<file path="config.mk">
export PLATFORM = sky130hd
export DESIGN_NAME = muldiv_unit
export DESIGN_NICKNAME = d
export VERILOG_FILES = /design/src/rtl/rv32m_pkg.sv /design/src/rtl/radix2_div_core.sv /design/src/rtl/muldiv_unit.sv
export SDC_FILE = /design/constraint.sdc
export NUM_CORES = 2
export LEC_CHECK = 0
export CORE_MARGIN = 4
export CORE_UTILIZATION = 40
export CTS_CLUSTER_DIAMETER = 80
export DETAILED_ROUTE_END_ITERATION = 7
export PLACE_DENSITY = 0.6
export SYNTH_ARGS = -nofsm -noshare
export SYNTH_HDL_FRONTEND = slang
export SYNTH_HIERARCHICAL = 1
export SYNTH_SLANG_ARGS = --single-unit
</file>
<file path="constraint.sdc">
create_clock -name clk -period 10.6 [get_ports clk]
set_input_delay 3.18 -clock clk [delete_from_list [all_inputs] [get_ports clk]]
set_output_delay 3.18 -clock clk [all_outputs]
set_load 0.01 [all_outputs]
</file>
<file path="src/rtl/rv32m_pkg.sv">
// Shared RV32M definitions: operand width, funct3 encodings and the muldiv sequencer states.
package rv32m_pkg;

  localparam int unsigned XLEN = 32;

  localparam logic [2:0] F3_MUL    = 3'b000;
  localparam logic [2:0] F3_MULH   = 3'b001;
  localparam logic [2:0] F3_MULHSU = 3'b010;
  localparam logic [2:0] F3_MULHU  = 3'b011;
  localparam logic [2:0] F3_DIV    = 3'b100;
  localparam logic [2:0] F3_DIVU   = 3'b101;
  localparam logic [2:0] F3_REM    = 3'b110;
  localparam logic [2:0] F3_REMU   = 3'b111;

  typedef enum logic [1:0] {
    IDLE,
    DIV,
    FIX
  } md_state_t;

endpackage

</file>
<file path="src/rtl/radix2_div_core.sv">
// Unsigned radix-2 restoring divider datapath: one quotient bit per step, with step counter.
module radix2_div_core
  import rv32m_pkg::*;
(
  input  logic            clk,
  input  logic            rst,
  input  logic            clear_i,
  input  logic            load_i,
  input  logic            step_i,
  input  logic [XLEN-1:0] dividend_i,
  input  logic [XLEN-1:0] divisor_i,
  output logic [XLEN-1:0] quotient_o,
  output logic [XLEN-1:0] remainder_o,
  output logic [5:0]      count_o
);

  logic [XLEN-1:0] quo_q, quo_d;
  logic [XLEN-1:0] rem_q, rem_d;
  logic [XLEN-1:0] dvs_q, dvs_d;
  logic [5:0]      cnt_q, cnt_d;
  logic [XLEN:0]   part;
  logic [XLEN-1:0] diff;
  logic            ge;

  always_comb begin
    quo_d = quo_q;
    rem_d = rem_q;
    dvs_d = dvs_q;
    cnt_d = cnt_q;
    // 33-bit partial remainder: previous remainder shifted left with the next dividend bit
    part  = {rem_q, quo_q[XLEN-1]};
    ge    = part >= {1'b0, dvs_q};
    diff  = XLEN'(part - {1'b0, dvs_q});
    if (clear_i) begin
      cnt_d = '0;
    end else if (load_i) begin
      quo_d = dividend_i;
      rem_d = '0;
      dvs_d = divisor_i;
      cnt_d = '0;
    end else if (step_i) begin
      rem_d = ge ? diff : part[XLEN-1:0];
      quo_d = {quo_q[XLEN-2:0], ge};
      cnt_d = cnt_q + 6'd1;
    end
  end

  always_ff @(posedge clk) begin
    if (rst) begin
      quo_q <= '0;
      rem_q <= '0;
      dvs_q <= '0;
      cnt_q <= '0;
    end else begin
      quo_q <= quo_d;
      rem_q <= rem_d;
      dvs_q <= dvs_d;
      cnt_q <= cnt_d;
    end
  end

  assign quotient_o  = quo_q;
  assign remainder_o = rem_q;
  assign count_o     = cnt_q;

endmodule

</file>
<file path="src/rtl/muldiv_unit.sv">
// RV32M execute-stage multiply/divide unit: single-cycle multiply, 34-cycle iterative divide.
module muldiv_unit
  import rv32m_pkg::*;
(
  input  logic            clk,
  input  logic            rst,
  input  logic            start,
  input  logic [2:0]      funct3,
  input  logic [XLEN-1:0] rs1_val,
  input  logic [XLEN-1:0] rs2_val,
  input  logic [4:0]      rd_in,
  input  logic            flush,
  output logic            busy,
  output logic            valid,
  output logic [XLEN-1:0] result,
  output logic [4:0]      rd_out
);

  md_state_t       state_q, state_d;
  logic            valid_q, valid_d;
  logic [XLEN-1:0] result_q, result_d;
  logic [4:0]      rd_q, rd_d;
  logic [4:0]      tag_q, tag_d;
  logic            is_rem_q, is_rem_d;
  logic            neg_quo_q, neg_quo_d;
  logic            neg_rem_q, neg_rem_d;

  logic                   div_load, div_step;
  logic [XLEN-1:0]        div_a, div_b, quo, rem;
  logic [5:0]             div_cnt;
  logic                   sgn, div_zero, div_ovf;
  logic signed [XLEN:0]   mul_a, mul_b;
  logic [2*XLEN-1:0]      prod;

  always_comb begin
    // rs1 is signed except for MULHU; rs2 only for MULH (MUL takes the low word, sign-agnostic)
    mul_a    = $signed({~(funct3[1] & funct3[0]) & rs1_val[XLEN-1], rs1_val});
    mul_b    = $signed({~funct3[1] & rs2_val[XLEN-1], rs2_val});
    prod     = (2*XLEN)'(mul_a * mul_b);
    sgn      = ~funct3[0];
    div_zero = (rs2_val == '0);
    div_ovf  = sgn && (rs1_val == {1'b1, {(XLEN-1){1'b0}}}) && (rs2_val == '1);
    div_a    = (sgn && rs1_val[XLEN-1]) ? -rs1_val : rs1_val;
    div_b    = (sgn && rs2_val[XLEN-1]) ? -rs2_val : rs2_val;
  end

  radix2_div_core u_div (
    .clk         (clk),
    .rst         (rst),
    .clear_i     (flush),
    .load_i      (div_load),
    .step_i      (div_step),
    .dividend_i  (div_a),
    .divisor_i   (div_b),
    .quotient_o  (quo),
    .remainder_o (rem),
    .count_o     (div_cnt)
  );

  always_comb begin
    state_d   = state_q;
    valid_d   = 1'b0;
    result_d  = result_q;
    rd_d      = rd_q;
    tag_d     = tag_q;
    is_rem_d  = is_rem_q;
    neg_quo_d = neg_quo_q;
    neg_rem_d = neg_rem_q;
    div_load  = 1'b0;
    div_step  = 1'b0;
    if (flush) begin
      state_d = IDLE;
    end else begin
      unique case (state_q)
        IDLE: begin
          if (start) begin
            if (!funct3[2]) begin
              valid_d  = 1'b1;
              rd_d     = rd_in;
              result_d = (funct3 == F3_MUL) ? prod[XLEN-1:0] : prod[2*XLEN-1:XLEN];
            end else if (div_zero) begin
              valid_d  = 1'b1;
              rd_d     = rd_in;
              result_d = funct3[1] ? rs1_val : '1;
            end else if (div_ovf) begin
              valid_d  = 1'b1;
              rd_d     = rd_in;
              result_d = funct3[1] ? '0 : {1'b1, {(XLEN-1){1'b0}}};
            end else begin
              div_load  = 1'b1;
              tag_d     = rd_in;
              is_rem_d  = funct3[1];
              neg_quo_d = sgn && (rs1_val[XLEN-1] ^ rs2_val[XLEN-1]);
              neg_rem_d = sgn && rs1_val[XLEN-1];
              state_d   = DIV;
            end
          end
        end
        DIV: begin
          div_step = 1'b1;
          if (div_cnt == 6'd31) begin
            state_d = FIX;
          end
        end
        FIX: begin
          valid_d  = 1'b1;
          rd_d     = tag_q;
          result_d = is_rem_q ? (neg_rem_q ? -rem : rem) : (neg_quo_q ? -quo : quo);
          state_d  = IDLE;
        end
        default: state_d = IDLE;
      endcase
    end
  end

  always_ff @(posedge clk) begin
    if (rst) begin
      state_q   <= IDLE;
      valid_q   <= 1'b0;
      result_q  <= '0;
      rd_q      <= '0;
      tag_q     <= '0;
      is_rem_q  <= 1'b0;
      neg_quo_q <= 1'b0;
      neg_rem_q <= 1'b0;
    end else begin
      state_q   <= state_d;
      valid_q   <= valid_d;
      result_q  <= result_d;
      rd_q      <= rd_d;
      tag_q     <= tag_d;
      is_rem_q  <= is_rem_d;
      neg_quo_q <= neg_quo_d;
      neg_rem_q <= neg_rem_d;
    end
  end

  assign busy   = (state_q != IDLE);
  assign valid  = valid_q;
  assign result = result_q;
  assign rd_out = rd_q;

endmodule

</file>
==> results.toml <==
[run_status]
status = "completed"

[setup_path]
cp-endpoint = "result[27]$_SDFFE_PP0P_"
r2r_setup_slack_ns = 6.90
r2r_end = "u_div/remainder_o[30]$_SDFFE_PP0P_"
worstRegToRegCells = 13
crit_path_end_kind = "flip-flop"
reg2reg_from = "u_div/quotient_o[31]$_SDFFE_PP0P_"
path_class = "in2reg"
cpPeakStageDelay_ns = 0.58
crit_path_max_fanout = 18
cp-startpoint = "rs1_val[27]"
worstPathRequired_ns = 10.98
critPathArrivalTime_ns = 10.80
slowest_stage = "fa_1"
crit_top_cell = "fa_1"
start_kind = "input port"

[clock_tree]
clk_path_buf_depth = 2
clkLatencyLatePin_ns = 0.46
cts_tree = "built"
cts_root_buffer = "clkbuf_16"
numCtsBuffers = 17
path_clk_slew_ns = 0.07
cts_sinks = 150
h-tree-depth = 4
cts_hold_buf = 0

[placed_design]
dp_slack_ns = -1.12
placed_area_sq_um = 56100
dp_hpwl_um = 141000
place.gp.congestion = 0.955
io_buffer_count = 114

[grt]
grt_use_total_pct = 25.9
first_global_vias = 43500
grt_pass1_wl_um = 261000
grt_max_degree = 66
grt_overflow = 0
antenna_found_initial = 12

[sta]
holdWs_ns = 0.459
relSlewSlack_pct = 13.6
hold_viol_final = 0
skew_ns = 0.0133
max_slew.worst_pin.slew_ns = 1.29
period_needed_ns = 10.42
setup_viol = 0
timing.final.ws_setup_ns = 0.181
finalMaxSlewViolations = 0
finalCritPeriodShare_pct = 98.3
fmax_mhz = 96.0

[min_path]
hold_class = "reg2reg"
hold_start = "u_div/dvs_q[5]$_SDFFE_PP0P_"

[floorplanning]
std_cell_rows = 129
initial_core_util_pct = 40.2
fp.dieArea_sq_um = 130000
die_h_um = 361
core_sq_um = 124000
ios = 115
dieWidth_um = 361

[layout]
nets = 7586
final_cell_mix = "inv_1 (1149), fa_1 (1105), nand2_1 (915)"
area_growth_pct = 16.1
drive_gt1_share_pct = 13.2
mostFrequentLayoutCell = "inv_1"
final_cell_area_sq_um = 57800

[route]
routed_via_density = 5.29
wl_per_cell_um = 21.7
vias = 41207
drc = 0
routed_wl_um = 169000
drt-pass1-iter-count = 5
drt_iter0_markers = 3199
postRouteAntennaNets = 0

[synthesis]
syn_inst = 5787
synth_top_area_share_pct = 45.3
ys_seq_area_share_pct = 6.04
ys_types = 89
synthTopCellsByArea = "fa_1 (45%), inv_1 (8.8%), nand2_1 (6.9%)"
synth_area_per_cell_sq_um = 8.60
synth_top_area_cell = "fa_1"
synthesis.area_sq_um = 49700
synth-warning-count = 6
synth_seq_cells = 150
syn-num-nets = 7240
synth_ff_type = "dfxtp_1"
ys_async_sr_fraction_pct = 0
synth_edf_count = 0

[flow_run]
maxCapViolCount = 0
critical path: cells and delay by family:
family / cells / cell delay (ns)
mux: 1 / 0.38
fa+ha+maj: 9 / 4.31
compound gates: 6 / 1.00
simple gates: 2 / 0.59
buf+inv: 7 / 1.30
kinds of logic (layout without fill, tap and decap cells):
logic type      Yosys count  after routing  share of synthesized area, %
xor+xnor                210            210                          3.70
compound gates          673            673                          8.81
other cells               0              8                             0
flops                   150            150                          6.04
mux                      80             80                          1.61
buf+inv                1540           1899                          11.7
simple gates           1757           1757                          16.5
fa+ha+maj              1377           1377                          51.6
per-stage QoR:
step	setup TNS (ns)	instances	util [%]
after floorplan	-0.0150	5787	-
after global placement	-15.53	7712	45.4
after detailed placement	-16.85	7712	45.4
after CTS	0	7768	46.3
after global routing	-0.0268	7788	46.7
final	0	7791	46.7
cells in the mapped netlist (30+ instances only):
cell type,number
inv_1,1160
fa_1,1126
nand2_1,920
and2_1,362
clkbuf_1,313
ha_1,251
nor2_1,212
a21oi_1,173
dfxtp_1,150
o21ai_0,126
xnor2_1,116
xor2_1,94
mux2i_1,79
a21o_1,55
a211oi_1,49
buf_1,48
nand3_1,45
nor3_1,36
nand4_1,34
o21ai_1,31
a31oi_1,30
timing repair:
action,CTS,global route
pin swaps,50,68
endpoints found under the hold margin,0,0
endpoints found under the setup margin,20,23
buffers inserted,19,12
gates resized for setup,70,120
cloned,5,6
per-layer routing:
layer / share of wire, % / routed length [um] / track usage, %
met2: 46 / 77800 / 42.0
met4: 3.5 / 5850 / 7.65
met5: 0.0095 / 16 / 0
met1: 43 / 72500 / 36.1
met3: 7.6 / 12900 / 3.82
registers in the layout (all words and copies together) (netlist names):
name and count:
valid 1, state_q 2, u_div/remainder_o 32, neg_rem_q 1, rd_out 5, result 32
is_rem_q 1, u_div/dvs_q 32, u_div/count_o 6, neg_quo_q 1, u_div/quotient_o 32, tag_q 5
area by class of cell:
cell class	instances	area (sq um)
Fill cell	12052	65900
Multi-Input combinational cell	4097	41400
Timing Repair Buffer	707	6310
Inverter	1160	4360
Sequential cell	150	3000
Tap cell	1637	2050
Clock buffer	17	425
Clock inverter	15	200
Antenna cell	8	20.0
worst min path at each step:
stage	to	cells after the start
2_1_floorplan	u_div/dvs_q[10]$_SDFFE_PP0P_	2
3_3_place_gp	u_div/dvs_q[16]$_SDFFE_PP0P_	2
3_5_place_dp	u_div/dvs_q[31]$_SDFFE_PP0P_	2
4_1_cts	u_div/dvs_q[31]$_SDFFE_PP0P_	2
5_1_grt	u_div/dvs_q[5]$_SDFFE_PP0P_	2
6_report	u_div/dvs_q[5]$_SDFFE_PP0P_	2
Power is left out: the tool's default activity adds up to more than one toggle a clock period on the data nets, which glitch-free logic cannot reach.
